**src/rtl/echo_det_pkg.sv**
```systemverilog
// Shared types and constants for the echo detector: FSM state encoding
// and the tof value reported when a measurement times out.
package echo_det_pkg;

    // Default widths used by the detector and by anything that reads its results.
    localparam int DEF_N  = 16;
    localparam int DEF_CW = 24;

    // tof value reported when no echo was found before the timeout.
    localparam logic [DEF_CW-1:0] TOF_SENTINEL = {DEF_CW{1'b1}};

    // Measurement phases.
    typedef enum logic [2:0] {
        ST_IDLE   = 3'd0,
        ST_BLANK  = 3'd1,
        ST_ARM    = 3'd2,
        ST_LISTEN = 3'd3,
        ST_PEAK   = 3'd4
    } echo_state_e;

endpackage : echo_det_pkg

```
**src/rtl/echo_detector.sv**
```systemverilog
// Echo detector: on each sample strobe compares the smoothed envelope with a
// hysteresis threshold pair, measures time-of-flight from start to the first
// qualified echo, tracks the echo peak and reports valid or timeout.
module echo_detector
    import echo_det_pkg::*;
#(
    parameter int N  = DEF_N,
    parameter int CW = DEF_CW
) (
    input  logic          clk,
    input  logic          rst,
    input  logic          sample_en,
    input  logic          start,
    input  logic [N-1:0]  y_maf,
    input  logic [N-1:0]  thr_hi,
    input  logic [N-1:0]  thr_lo,
    input  logic [CW-1:0] blank_len,
    input  logic [CW-1:0] timeout,
    output logic [CW-1:0] tof,
    output logic [N-1:0]  peak,
    output logic          valid,
    output logic          timeout_flag,
    output logic          busy
);

    localparam logic [CW-1:0] CNT_MAX  = {CW{1'b1}};
    localparam logic [CW-1:0] TOF_TMO  = {CW{1'b1}};
    localparam logic [CW-1:0] CW_ZERO  = {CW{1'b0}};
    localparam logic [CW-1:0] CW_ONE   = {{(CW-1){1'b0}}, 1'b1};
    localparam logic [CW:0]   CNT_STEP = {{CW{1'b0}}, 1'b1};

    echo_state_e   state_r,  state_s;
    logic [CW-1:0] cnt_r,    cnt_s;
    logic [N-1:0]  thr_hi_r, thr_hi_s;
    logic [N-1:0]  thr_lo_r, thr_lo_s;
    logic [CW-1:0] blank_r,  blank_s;
    logic [CW-1:0] tmo_r,    tmo_s;
    logic [CW-1:0] tof_r,    tof_s;
    logic [N-1:0]  peak_r,   peak_s;
    logic          valid_r,  valid_s;
    logic          tflag_r,  tflag_s;
    logic          busy_r,   busy_s;

    // cnt+1 kept one bit wider so the end-of-blank and timeout compares
    // stay correct even when the counter has saturated.
    logic [CW:0]   cnt_inc_s;
    logic [CW-1:0] tmo_eff_s;
    logic          below_lo_s;
    logic          at_hi_s;
    logic          tmo_hit_s;
    logic          tmo_zone_s;

    // Next-state, counter, parameter latch and result logic.
    always_comb begin
        state_s  = state_r;
        cnt_s    = cnt_r;
        thr_hi_s = thr_hi_r;
        thr_lo_s = thr_lo_r;
        blank_s  = blank_r;
        tmo_s    = tmo_r;
        tof_s    = tof_r;
        peak_s   = peak_r;
        valid_s  = valid_r;
        tflag_s  = tflag_r;

        cnt_inc_s  = {1'b0, cnt_r} + CNT_STEP;
        tmo_eff_s  = (tmo_r == CW_ZERO) ? CW_ONE : tmo_r;
        below_lo_s = (y_maf < thr_lo_r);
        at_hi_s    = (y_maf >= thr_hi_r);
        tmo_hit_s  = (cnt_inc_s >= {1'b0, tmo_eff_s});
        tmo_zone_s = (state_r == ST_ARM) || (state_r == ST_LISTEN) || (state_r == ST_PEAK);

        if (start) begin
            // A start always wins, including over a coincident strobe.
            thr_hi_s = thr_hi;
            thr_lo_s = thr_lo;
            blank_s  = blank_len;
            tmo_s    = timeout;
            cnt_s    = CW_ZERO;
            tof_s    = CW_ZERO;
            peak_s   = {N{1'b0}};
            valid_s  = 1'b0;
            tflag_s  = 1'b0;
            state_s  = (blank_len == CW_ZERO) ? ST_ARM : ST_BLANK;
        end else if (sample_en && (state_r != ST_IDLE)) begin
            case (state_r)
                ST_BLANK: begin
                    if (cnt_inc_s >= {1'b0, blank_r}) begin
                        state_s = ST_ARM;
                    end else begin
                        state_s = ST_BLANK;
                    end
                end
                ST_ARM: begin
                    // Wait for the transmit ring-down to fall below release level.
                    if (below_lo_s) begin
                        state_s = ST_LISTEN;
                    end else begin
                        state_s = ST_ARM;
                    end
                end
                ST_LISTEN: begin
                    if (at_hi_s) begin
                        tof_s   = cnt_r;
                        peak_s  = y_maf;
                        state_s = ST_PEAK;
                    end else begin
                        state_s = ST_LISTEN;
                    end
                end
                ST_PEAK: begin
                    // The releasing sample is not part of the echo.
                    if (below_lo_s) begin
                        valid_s = 1'b1;
                        state_s = ST_IDLE;
                    end else if (y_maf > peak_r) begin
                        peak_s  = y_maf;
                    end else begin
                        peak_s  = peak_r;
                    end
                end
                default: begin
                    state_s = ST_IDLE;
                end
            endcase

            // Timeout is judged on the post-action state: an echo detected
            // on the final sample still reports valid rather than a timeout.
            if (tmo_zone_s && tmo_hit_s) begin
                if (state_s == ST_PEAK) begin
                    valid_s = 1'b1;
                end else if (state_s != ST_IDLE) begin
                    tflag_s = 1'b1;
                    tof_s   = TOF_TMO;
                end else begin
                    valid_s = valid_s;
                end
                state_s = ST_IDLE;
            end else begin
                state_s = state_s;
            end

            cnt_s = (cnt_r == CNT_MAX) ? CNT_MAX : cnt_inc_s[CW-1:0];
        end else begin
            state_s = state_r;
        end

        busy_s = (state_s != ST_IDLE);
    end

    // State, counter, latched parameters and registered outputs.
    always_ff @(posedge clk) begin
        if (rst) begin
            state_r  <= ST_IDLE;
            cnt_r    <= CW_ZERO;
            thr_hi_r <= {N{1'b0}};
            thr_lo_r <= {N{1'b0}};
            blank_r  <= CW_ZERO;
            tmo_r    <= CW_ZERO;
            tof_r    <= CW_ZERO;
            peak_r   <= {N{1'b0}};
            valid_r  <= 1'b0;
            tflag_r  <= 1'b0;
            busy_r   <= 1'b0;
        end else begin
            state_r  <= state_s;
            cnt_r    <= cnt_s;
            thr_hi_r <= thr_hi_s;
            thr_lo_r <= thr_lo_s;
            blank_r  <= blank_s;
            tmo_r    <= tmo_s;
            tof_r    <= tof_s;
            peak_r   <= peak_s;
            valid_r  <= valid_s;
            tflag_r  <= tflag_s;
            busy_r   <= busy_s;
        end
    end

    assign tof          = tof_r;
    assign peak         = peak_r;
    assign valid        = valid_r;
    assign timeout_flag = tflag_r;
    assign busy         = busy_r;

endmodule : echo_detector

```
**config.mk**
```make
export PLATFORM = sky130hd
export DESIGN_NAME = echo_detector
export DESIGN_NICKNAME = d
export VERILOG_FILES = /design/src/rtl/echo_det_pkg.sv /design/src/rtl/echo_detector.sv
export SDC_FILE = /design/constraint.sdc
export NUM_CORES = 1
export LEC_CHECK = 0
export CORE_MARGIN = 1.5
export CORE_UTILIZATION = 40
export DETAILED_ROUTE_END_ITERATION = 8
export PLACE_DENSITY = 0.61
export SYNTH_ARGS = -nofsm -noshare
export SYNTH_HDL_FRONTEND = slang
export SYNTH_SLANG_ARGS = --single-unit
```
**constraint.sdc**
```tcl
create_clock -name clk -period 4.4 [get_ports clk]
set_input_delay 0.66 -clock clk [delete_from_list [all_inputs] [get_ports clk]]
set_output_delay 0.66 -clock clk [all_outputs]
set_load 0.03 [all_outputs]
```
Word-level counts from Yosys, hierarchy flattened
Index checks and enable logic that the tools add are counted.

word-level totals
  register bits = 150
  bits in latches = 0
  memory bits (writable) = 0
  bits in read-only memories = 0
  output and inout bits = 43
  word-level logic and storage cells = 66
  memories = 0

cells by class
  add/subtract/negate cells = 1
  multipliers = 0
  div/mod/pow operators = 0
  order comparisons = 5
  eq/ne operators = 9
  shifts and indexed selects = 0
  multiplexer cells = 26
  bitwise gates (word level) = 1
  reduce and logical (&&, ||, !) cells = 13

operators by type and width
  kind                                                   count
  two-way mux 24 bit                                     7
  >= comparator 25 x 24 -> 1 bit                         2
  logical NOT 24 bit                                     2
  two-way mux 16 bit                                     3
  case mux 16 bit (2 select lines)                       1
  adder 24 x 1 -> 25 bit, second input constant          1
  equality test 24 bit, second input constant            1
  two-way mux 3 bit                                      7
  >= comparator 16 bit                                   1
  greater-than comparator 16 bit                         1
  less-than comparator 16 bit                            1
  case mux 3 bit (4 select lines)                        1
  nonzero test 3 bit                                     3
  equality test 3 x 2 -> 1 bit, second input constant    2
  equality test 3 bit, second input constant             2
  two-way mux 1 bit                                      5
  AND reduction 5 bit                                    1
  two-way mux 2 bit                                      2
  inequality test 2 bit, second input constant           2
  AND reduction 4 bit                                    1
  equality test 3 x 1 -> 1 bit, second input constant    1
  logical AND 1 bit                                      2
  logical OR 1 bit                                       2
  inequality test 2 x 1 -> 1 bit, second input constant  1
  3 further kinds                                        3

Logic depth before layout (Yosys ltp)
  word-level depth = 10
  depth in mapped cells = 17

Worst setup path before layout
OpenSTA, ideal clock, no wires.

  kind = register -> register
  start point = reg cnt_r[0]
  end point = reg tof_r[11], in the netlist tof[11]
  library setup time = 0.119 ns
  arrival = 3.692 ns
  required time = 4.281 ns
  slack = 0.589 ns
  stages on the path, launching flop included = 17
  path buffers = 2
  period minus slack after synthesis = 3.811 ns
  path through = dfxtp_1 -> ha_1 -> nand3_1 -> nor3_4 -> and3_1 -> clkbuf_1 -> nand3_1 -> xnor2_1 -> ha_1 -> nand3_1 -> nor3_1 -> a221oi_1 -> o211ai_2 -> a21o_4 -> o31a_4 -> buf_6 -> o221a_2

between the ends
  cells in the longest elaborated chain, start to end = 10
  elaborated cells on any way between the ends = 13
  classes of those cells = 1 x add/sub; 2 x order compare; 1 x eq/ne; 7 x mux; 2 x reduce/logical

ends and longest elaborated chain
  what                             line                  RTL
  start: declaration               echo_detector.sv:33   logic [CW-1:0] cnt_r, cnt_s;
  start signal: assignment         echo_detector.sv:167  cnt_r <= cnt_s;
  adder 24 x 1 -> 25 bit (*)       echo_detector.sv:66   cnt_inc_s = {1'b0, cnt_r} + CNT_STEP;
  >= comparator 25 x 24 -> 1 bit   echo_detector.sv:88   if (cnt_inc_s >= {1'b0, blank_r}) begin
  two-way mux 2 bit                echo_detector.sv:88
  case mux 3 bit (4 select lines)  echo_detector.sv:86   case (state_r)
  two-way mux 3 bit                echo_detector.sv:85   end else if (sample_en && (state_r != ST_IDLE)) begin
  two-way mux 3 bit                echo_detector.sv:73   if (start) begin
  nonzero test 3 bit               echo_detector.sv:132  end else if (state_s != ST_IDLE) begin
  two-way mux 24 bit               echo_detector.sv:132
  two-way mux 24 bit               echo_detector.sv:130  if (state_s == ST_PEAK) begin
  two-way mux 24 bit (*)           echo_detector.sv:129  if (tmo_zone_s && tmo_hit_s) begin
  end signal: assignment           echo_detector.sv:172  tof_r <= tof_s;
  end: declaration                 echo_detector.sv:38   logic [CW-1:0] tof_r, tof_s;

Mark *: on every way between the ends. The rest lies on a longest branch, timed or not. The select of a mux whose other input is x is not followed.
A chain may end at the register's enable or synchronous reset.

Worst setup path in the final report
  start point = reg cnt_r[0]
  end point = reg tof_r[1], in the netlist tof[1]

Same word-level chain as after synthesis.

==> results.txt <==
- Buffers added to address setup during post-CTS repair amount to 0.
- Synthesis produced a netlist whose cell count is about 950.
* CORE AREA: approximately 0.021 sq mm
* Chip Width: roughly 150 um
- CTS clk-pin slew, worst paths: approximately 0.070 ns
- The first detailed-routing pass took 5 iterations.
- Number of antenna violations at the first check in global routing: 0
- Across the routed clock network, the largest skew measured is roughly 0.014 ns.
* Final Hold Fails: 0
- Height of the die: between 100 and 150 um
- The die covers approximately 0.022 sq mm.
- Count of standard-cell rows: 53
* Starting density of the core: 40.6%
- Kind of end point of the critical path: flip-flop
- The cell sitting at the root of the clock tree is a clkbuf_16.
- ANT nets after route: 0
- Pin placement for this block handled between 100 and 150 I/O pins.
- STA puts the critical path data required time at between 4 and 5 ns.
* Max rail drop VDD: approximately 240 uV
- Number of input and output port buffers inserted: 142
- Arrival time reported for the critical path endpoint: 4.41 ns
- Dividing the final minimum period by the clock period gives between 90 and 100%.
- Clock tree synthesis found a total of 150 sinks.
- Avg WL per Cell: 16.5 um
- The most used flip-flop cell after synthesis is dfxtp_1.
- Commonest non-fill, non-tap cell in the layout: dfxtp_1
- For this run, the post-layout net count is approximately 1300.
* Number of global-route vias before repair: 6842
- Net count after synthesis: between 1000 and 1500
- Max-cap violations: 0
- The first global-routing pass estimated about 36000 um of wire.
- Count of warnings emitted by yosys: 0
- Mean instance size in the synthesized netlist: 8.92 sq um
* Global-route usage over all layers: approximately a fifth
- Summing all multi-input logic gate instances after layout gives between 0.004 and 0.005 sq mm.
* RSZ-0062 raised after global routing: no
* Initial DRC Count: a little under 400
- In this run the power density over the cells is 317 mW/mm^2.
- The routed design has 22600 um of wire.
- The clock tree synthesis step divided the H-tree into 4 levels.
- Proportion of layout cells with a drive suffix above 1: between 7 and 8%
- Remaining design rule violation count: 0
* Result of the run: finished clean
* Total of fill cells in the finished design: approximately 2000
- Critical Path Fanout Max: 24
* Antenna Diode Count: 0
- Normalized max-slew margin: ~33%
- The clock reaches the later pin of the worst-skew pair after 0.43 ns.
- Total congestion overflow after global routing: 0
* Transition time at the pin with the least slew margin: around 1 ns
- Highest-count cells in the layout ignoring fill and taps: dfxtp_1, clkdlybuf4s50_1, nor2_1
- Synthesis inferred 150 register bits.
- Critical path startpoint category: flip-flop
- Static leakage: 4.41 nW
- On the final layout, the worst hold slack is 0.492 ns.
- The synthesized netlist contains 69 unique library cells.
- Total power consumption of the routed design: between 3 and 4 mW
- In this run, post-CTS repair resized a total of 0 instances.
- Routability congestion estimate from global placement: about 0.85
* Fraction of registers with async set/reset: 0%
- Once detailed placement completed, the half-perimeter wirelength came to 17200 um.
- In the final layout, flip-flops and latches occupy ~0.003 sq mm.
- TritonCTS built the clock tree.
- Setup-failing EPs final: 0
- Type of the worst setup path: flip-flop to flip-flop
* TritonCTS Buffers: 17
* Largest buffer count on any clock path: 2
* Fmax: ~250 MHz
* Class of the worst hold path: flip-flop to flip-flop
* Synth-to-layout area growth: 25.8%
- Max-slew violations: 0
- Routed via count: roughly 7000
* Post-synth EDFFs: 0
* Pin count of the biggest net entering global routing: between 60 and 70
- Post-synthesis instance area: around 0.0085 sq mm
- Detailed-route vias per instance: about 5.3
- Sequential-to-total area share from yosys stat: between 30% and 40%
- Final-layout setup total negative slack: 0 ns
* Clock period minus worst slack: roughly 4.1 ns
* Hold buffer count at cts: 0
-- cell usage after synthesis (11+ instances only) --
library cell	count	area, sq um
dfxtp_1	150	3000
clkbuf_1	28	105
o21ai_0	30	150
o31ai_1	15	113
inv_1	102	383
a211oi_1	12	90.1
o221a_2	22	248
mux2i_1	80	801
nand4_1	22	138
nor4_1	15	93.8
nor2_1	127	477
o22ai_1	11	68.8
xnor2_1	15	131
nand3_1	33	165
a21oi_1	36	180
nand2_1	36	135
ha_1	96	1200
-- worst max-delay path, cell delays in order, from the launching register on --
cell and delay, ns:
dfxtp_1 0.41, ha_1 0.26, nand3_1 0.26, nor3_4 0.35, and3_1 0.34, nand3_1 0.13, xnor2_1 0.30, ha_1 0.30
nand3_1 0.14, nor3_1 0.08, a221oi_1 0.31, o211ai_2 0.16, a21o_4 0.23, o31a_4 0.40, o221a_2 0.31
-- registers in the layout, indices dropped and copies added, names as in the netlist --
signal / cells
tof: 24
state_r: 3
valid: 1
cnt_r: 24
tmo_r: 24
thr_hi_r: 16
busy: 1
timeout_flag: 1
peak: 16
blank_r: 24
thr_lo_r: 16
-- metal layers --
metal | vias to the layer above | global-route usage (%) | wire, um
met5 | - | 0 | 0
met4 | 0 | 6.39 | 350
met3 | 20 | 3.33 | 952
met2 | 169 | 31.4 | 9820
met1 | 3343 | 31.4 | 11500
li1 | 3669 | - | -
-- worst paths after layout --
path | from | cells after the start | slack (ns) | endpoint
setup / recovery | cnt_r[0] | 14 | 0.32 | tof[1]
hold / removal | peak[0] | 2 | 0.49 | peak[0]
setup reg to reg | cnt_r[0] | 14 | 0.32 | tof[1]
hold reg to reg | peak[0] | 2 | 0.49 | peak[0]
-- through the flow --
step / setup WS, ns / cells / area (sq um) / util [%]
after global routing: 0.0372 / 1369 / 10700 / 51.1
after detailed placement: 0.334 / 1337 / 10100 / 48.3
after CTS: 0.327 / 1369 / 10700 / 51.1
after floorplan: 0.589 / 953 / 8500 / -
after global placement: 0.426 / 1337 / 10100 / 48.3
final: 0.319 / 1369 / 10700 / 51.1
-- logic make-up (layout without fill, tap and decap cells) --
kind of cell               after synthesis  in the layout  synth area share [%]
and+or+nand+nor                        277            277                  15.8
AOI/OAI and AO/OA                      180            180                  15.5
DFF                                    150            150                  35.3
buffers and inverters                  148            289                  7.52
adders and majority gates               96             96                  14.1
muxes                                   80             80                  9.42
xor gates and xnor gates                22             22                  2.35
-- final cells by class --
class | instances | share of cell area (%)
multi-input cells | 655 | 45.5
well taps | 275 | 3.22
flip-flops and latches | 150 | 28.1
repair buffers | 155 | 14.1
inverters | 102 | 3.58
clock buffers | 17 | 3.98
clock inverters | 15 | 1.52
-- power by group --
group          total [mW]  internal (mW)  switching (mW)  leakage [nW]
Combinational       0.511          0.243           0.267          2.91
Clock                1.43          0.759           0.676         0.278
Sequential           1.45           1.41          0.0401          1.23
Total                3.40           2.41           0.983          4.41
Note: power is estimated with default switching activity, not from simulation.
